## src/rtl/imem_arb_pkg.sv

```systemverilog
`default_nettype none
// ============================================================================
// Module   : imem_arb_pkg
// Purpose  : Shared types and defaults for the instruction-memory read arbiter.
// Revision : 1.0 - initial release
// ============================================================================
package imem_arb_pkg;

  localparam int ADDR_W_DEF = 8;
  localparam int DATA_W_DEF = 16;

  // Sequencing states of one shared memory access
  typedef enum logic [1:0] {
    IDLE    = 2'd0,
    BUSY    = 2'd1,
    RELEASE = 2'd2
  } state_t;

  // Requester identifier: 0 = instruction fetch, 1 = debug/loader
  typedef logic port_id_t;

endpackage : imem_arb_pkg
`default_nettype wire

```

## src/rtl/imem_read_arbiter_rr_arb2.sv

```systemverilog
`default_nettype none
// ============================================================================
// Module   : rr_arb2
// Purpose  : Combinational two-way round-robin pick. A lone requester always
//            wins; when both request, the port not granted last time wins.
// Revision : 1.0 - initial release
// ============================================================================
module rr_arb2
  import imem_arb_pkg::*;
(
  input  logic [1:0] req_i,
  input  port_id_t   last_grant_i,
  output port_id_t   grant_o,
  output logic       valid_o
);

  // Pick winner from the current request vector and the previous grant
  always_comb begin
    valid_o = |req_i;
    grant_o = 1'b0;
    if (req_i == 2'b11) begin
      grant_o = ~last_grant_i;
    end else if (req_i[1]) begin
      grant_o = 1'b1;
    end
  end

endmodule : rr_arb2
`default_nettype wire

```

## src/rtl/imem_read_arbiter.sv

```systemverilog
`default_nettype none
// ============================================================================
// Module   : imem_read_arbiter
// Purpose  : Shares one memory_hierarchy read port between instruction fetch
//            (port 0) and debug/loader read-back (port 1). Each access holds
//            read_enable/address until rd_ready, returns data with a one-cycle
//            ack, or aborts with a one-cycle error when the watchdog expires.
// Revision : 1.0 - initial release
// ============================================================================
module imem_read_arbiter
  import imem_arb_pkg::*;
#(
  parameter int ADDR_W  = ADDR_W_DEF,
  parameter int DATA_W  = DATA_W_DEF,
  parameter int TIMEOUT = 64
) (
  input  logic              clock,
  input  logic              reset,
  input  logic              rq0_req,
  input  logic [ADDR_W-1:0] rq0_addr,
  output logic              rq0_ack,
  output logic              rq0_err,
  output logic [DATA_W-1:0] rq0_data,
  input  logic              rq1_req,
  input  logic [ADDR_W-1:0] rq1_addr,
  output logic              rq1_ack,
  output logic              rq1_err,
  output logic [DATA_W-1:0] rq1_data,
  output logic              mem_read_enable,
  output logic [ADDR_W-1:0] mem_address,
  input  logic              mem_rd_ready,
  input  logic [DATA_W-1:0] mem_inst
);

  // A zero TIMEOUT disables the watchdog; keep the counter one bit wide then
  localparam int WD_W      = (TIMEOUT > 0) ? $clog2(TIMEOUT + 1) : 1;
  localparam int TO_LAST_I = (TIMEOUT > 0) ? (TIMEOUT - 1) : 0;
  localparam logic [WD_W-1:0] WD_MAX  = {WD_W{1'b1}};
  localparam logic [WD_W-1:0] TO_LAST = TO_LAST_I[WD_W-1:0];

  state_t              state_q, state_d;
  port_id_t            id_q, id_d;
  port_id_t            last_q, last_d;
  logic [ADDR_W-1:0]   addr_q, addr_d;
  logic [WD_W-1:0]     wd_q, wd_d;
  logic                re_q, re_d;
  logic [DATA_W-1:0]   data0_q, data0_d, data1_q, data1_d;
  logic                ack0_q, ack0_d, ack1_q, ack1_d;
  logic                err0_q, err0_d, err1_q, err1_d;

  port_id_t            arb_grant;
  logic                arb_valid;

  rr_arb2 u_arb (
    .req_i        ({rq1_req, rq0_req}),
    .last_grant_i (last_q),
    .grant_o      (arb_grant),
    .valid_o      (arb_valid)
  );

  // Next-state and registered-output computation for the access sequencer
  always_comb begin
    state_d = state_q;
    id_d    = id_q;
    last_d  = last_q;
    addr_d  = addr_q;
    wd_d    = wd_q;
    re_d    = 1'b0;
    data0_d = data0_q;
    data1_d = data1_q;
    ack0_d  = 1'b0;
    ack1_d  = 1'b0;
    err0_d  = 1'b0;
    err1_d  = 1'b0;
    case (state_q)
      IDLE: begin
        wd_d = '0;
        if (arb_valid) begin
          id_d    = arb_grant;
          addr_d  = arb_grant ? rq1_addr : rq0_addr;
          re_d    = 1'b1;
          state_d = BUSY;
        end
      end
      BUSY: begin
        re_d = 1'b1;
        if (wd_q != WD_MAX) begin
          wd_d = wd_q + 1'b1;
        end
        // A response arriving on the last allowed cycle still wins over abort
        if (mem_rd_ready) begin
          if (id_q) begin
            data1_d = mem_inst;
            ack1_d  = 1'b1;
          end else begin
            data0_d = mem_inst;
            ack0_d  = 1'b1;
          end
          re_d    = 1'b0;
          state_d = RELEASE;
        end else if ((TIMEOUT != 0) && (wd_q == TO_LAST)) begin
          err1_d  = id_q;
          err0_d  = ~id_q;
          re_d    = 1'b0;
          state_d = RELEASE;
        end
      end
      RELEASE: begin
        last_d  = id_q;
        wd_d    = '0;
        state_d = IDLE;
      end
      default: begin
        state_d = IDLE;
      end
    endcase
  end

  // State and output registers; reset drops read_enable immediately
  always_ff @(posedge clock or negedge reset) begin
    if (!reset) begin
      state_q <= IDLE;
      id_q    <= 1'b0;
      last_q  <= 1'b1;
      addr_q  <= '0;
      wd_q    <= '0;
      re_q    <= 1'b0;
      data0_q <= '0;
      data1_q <= '0;
      ack0_q  <= 1'b0;
      ack1_q  <= 1'b0;
      err0_q  <= 1'b0;
      err1_q  <= 1'b0;
    end else begin
      state_q <= state_d;
      id_q    <= id_d;
      last_q  <= last_d;
      addr_q  <= addr_d;
      wd_q    <= wd_d;
      re_q    <= re_d;
      data0_q <= data0_d;
      data1_q <= data1_d;
      ack0_q  <= ack0_d;
      ack1_q  <= ack1_d;
      err0_q  <= err0_d;
      err1_q  <= err1_d;
    end
  end

  assign mem_read_enable = re_q;
  assign mem_address     = addr_q;
  assign rq0_ack         = ack0_q;
  assign rq0_err         = err0_q;
  assign rq0_data        = data0_q;
  assign rq1_ack         = ack1_q;
  assign rq1_err         = err1_q;
  assign rq1_data        = data1_q;

endmodule : imem_read_arbiter
`default_nettype wire

```

## config.mk

```make
export PLATFORM = sky130hd
export DESIGN_NAME = imem_read_arbiter
export DESIGN_NICKNAME = d
export VERILOG_FILES = /design/src/rtl/imem_arb_pkg.sv /design/src/rtl/imem_read_arbiter_rr_arb2.sv /design/src/rtl/imem_read_arbiter.sv
export SDC_FILE = /design/constraint.sdc
export NUM_CORES = 1
export LEC_CHECK = 0
export CAP_MARGIN = 20
export CORE_ASPECT_RATIO = 1.4
export CORE_MARGIN = 2
export CORE_UTILIZATION = 44
export CTS_CLUSTER_DIAMETER = 200
export DETAILED_ROUTE_END_ITERATION = 10
export HOLD_SLACK_MARGIN = 0.15
export PLACE_DENSITY = 0.85
export SYNTH_ARGS = -nofsm -noshare
export SYNTH_HDL_FRONTEND = slang
export SYNTH_SLANG_ARGS = --single-unit
```

## constraint.sdc

```tcl
create_clock -name clock -period 1.9 [get_ports clock]
set_input_delay 0.38 -clock clock [delete_from_list [all_inputs] [get_ports clock]]
set_output_delay 0.38 -clock clock [all_outputs]
set_load 0.005 [all_outputs]
```

==> out/qor.txt <==
Port buffer count -> 81
Setup Crit Path Kind -> flip-flop to flip-flop
Cts bufs inserted -> 5
Final Max Tran Viols -> 0
#FFs+latches synth -> 56
Fmax -> 0.611 GHz
Static leakage -> 1.40 nW
First-pass GRT wire length -> 6.84 mm
Final WS setup -> 0.264 ns
Final core utilization -> 65.2%
Data arrival time of the worst path -> 1.82 ns
Unrepaired setup endpoints after global routing -> no
HP Class -> flip-flop to flip-flop
Synth Cell Area -> 2280 sq um
TritonCTS clock tree -> yes
Chip Height -> 89.2 um
Starting DRT DRC Count -> 52
WL met3 -> 278 um
Setup_tns -> 0 ns
Total gr overflow -> 0
Standard-cell rows -> 31
Crit end category -> flip-flop
Antenna Cells -> 0
Clock-pin slew on the worst setup and hold paths -> 0.10 ns
Top FF cell, synth -> dfrtp_1
Clock Latency Late Sink -> 0.31 ns
Per-cell routed wire length -> 13.0 um
Top sig layer -> met4
Library cells used by synthesis -> 37
Vias in the first global route -> 1,531
Final wirelength -> 4.17 mm
Clock Path Buffers -> 2
Initial antenna violation count -> 0
Final GP Congestion -> 0.720
Core Box Area -> 5080 sq um
Final nets -> 293
Die area -> 5780 sq um
Crit-path cells -> nor2b_4 > nand2_2 > nor2_4 > buf_4 > mux2_1
Slowest stage cell on the critical path -> dfrtp_1
# setup viols final -> 0
Synth area leaders -> dfrtp_1, mux2_1, mux2_2
Post-route cell area -> 3310 sq um
CP required -> 2.09 ns
DRT met1 WL -> 1.69 mm
Syn avg cell area -> 13.8 sq um
Cell Area, Placed -> 3210 sq um
Slew margin rel. -> 64.4%
Synthesis-to-finish area growth -> 45.3%
Worst path max stage delay -> 0.52 ns
Top cell type by total area after synthesis -> dfrtp_1
Gr usage total -> 15.3%
Starting Density -> 44.9%
TritonRoute pass-1 iters -> 4
Finished Layout Cells -> 322
Syn Nets -> 203
Register area share after synthesis -> 61.5%
Post-synth EDFFs -> 0
Synth async-reset ratio -> 100%
Power density over the cells -> 1380 nW/um^2
Clk sinks -> 56
Post-DRT Antenna Nets -> 0
Post-synth top area share -> 60.4%
Largest net degree at the start of global routing -> 57
DRC violations left -> 0
IO Pins -> 82
H-tree levels -> 2
Period minus WS final -> 1.64 ns
Metal2 WL -> 2.16 mm
Die Wd -> 64.8 um
Detailed Place HPWL -> 3.17 mm
Crit-path max FO -> 11
Final Hold Viols -> 0
Final Skew -> 0.00862 ns
DP Cell Count -> 313
Layout cells sized above 1 -> 14.5%
MaxCap Viol Count -> 0
Setup crit start kind -> flip-flop
Vias -> 1,549
Commonest non-fill, non-tap cell in the layout -> clkdlybuf4s50_1
Peak supply drop -> 836 uV
Most frequent cells in the layout -> clkdlybuf4s50_1, dfrtp_1, mux2_1, o21ai_0, mux2_2
Worst Max-Slew Pin Slew -> 0.531 ns
Pre-CTS WS -> 0.0581 ns
Post-synthesis cell count -> 165
Root buf cell -> clkbuf_8
Vias per cell -> 4.81
Fillers -> 394
Synthesis warning total -> 0
Crit share post-route -> 86.1%
Outcome -> completed
-- critical path: cells and delay by family, from the launching register on --
family / cells / cell delay (ns)
buffers and inverters: 1 / 0.17
and+or+nand+nor: 3 / 0.49
muxes: 1 / 0.33
DFF: 1 / 0.52
-- report_power, final --
part | switching [mW] | total, mW | internal [mW]
Combinational | 0.606 | 1.90 | 1.29
Sequential | 0.305 | 2.01 | 1.71
Clock | 0.390 | 0.658 | 0.269
Total | 1.30 | 4.57 | 3.27
-- metrics by stage --
step | hold WS, ns | power [mW]
2_1_floorplan | 0.0844 | 2.77
3_3_place_gp | 0.398 | 3.91
3_5_place_dp | 0.401 | 3.97
4_1_cts | 0.493 | 4.65
5_1_grt | 0.508 | 4.89
6_report | 0.487 | 4.57
-- cells in the mapped netlist, types with 2 or more instances --
| library cell | count |
|---|---|
| dfrtp_1 | 55 |
| a21boi_0 | 2 |
| mux2i_1 | 8 |
| inv_1 | 2 |
| buf_2 | 3 |
| mux2_2 | 13 |
| mux2_1 | 21 |
| nand3_1 | 3 |
| a21boi_1 | 2 |
| nor2_1 | 3 |
| nand2_1 | 12 |
| o21ai_0 | 14 |
| nor2b_1 | 3 |
-- flip-flops by register name, indices dropped and copies added (netlist names), 2 cells and up --
signal       count
state_q          2
rq1_data        16
rq0_data        16
mem_address      8
wd_q             7
-- routing by layer --
metal,track usage (%),vias to the layer above
met1,16.9,734
met2,28.3,51
met3,4.41,5
li1,-,759
met4,5.03,0
met5,0,-
-- area by class of cell --
type | count | area (sq um) | share of cell area, %
clock inverter | 3 | 26.3 | 0.793
clock buffer | 5 | 68.8 | 2.08
timing repair buffer | 88 | 886 | 26.7
multi-input combinational | 102 | 840 | 25.3
tap | 66 | 82.6 | 2.49
inverter | 2 | 7.51 | 0.227
sequential | 56 | 1400 | 42.3
-- worst paths after layout --
path	cells past startpoint	from	end	slack, ns
max	5	state_q[0]$_DFFE_PN0P_	rq0_data[7]$_DFFE_PN0P_	0.26
min	2	mem_address[1]$_DFFE_PN0P_	mem_address[1]$_DFFE_PN0P_	0.49
max reg2reg	5	state_q[0]$_DFFE_PN0P_	rq0_data[7]$_DFFE_PN0P_	0.26
min reg2reg	2	mem_address[1]$_DFFE_PN0P_	mem_address[1]$_DFFE_PN0P_	0.49
min in group asynchronous	3	reset	wd_q[3]$_DFFE_PN0P_	0.61
max in group asynchronous	3	reset	last_q$_DFFE_PN1P_	1.00
-- kinds of logic (layout without fill, tap and decap cells) --
group | count (synthesis) | count (layout) | synth area share (%)
muxes | 42 | 42 | 20.3
adders and majority gates | 1 | 1 | 0.549
AOI/OAI and AO/OA | 24 | 24 | 6.75
and+or+nand+nor | 34 | 34 | 8.84
buffers and inverters | 7 | 98 | 1.65
xor gates and xnor gates | 1 | 1 | 0.384
DFF | 56 | 56 | 61.5
-- what timing repair did --
item                                    in CTS  in global routing
endpoints found under the hold margin       55                  0
hold buffers                                 1                  0
resized for setup                            0                  0
endpoints found under the setup margin       0                  0
buffers inserted                             0                  0
Power figures use the tool's default switching activity.
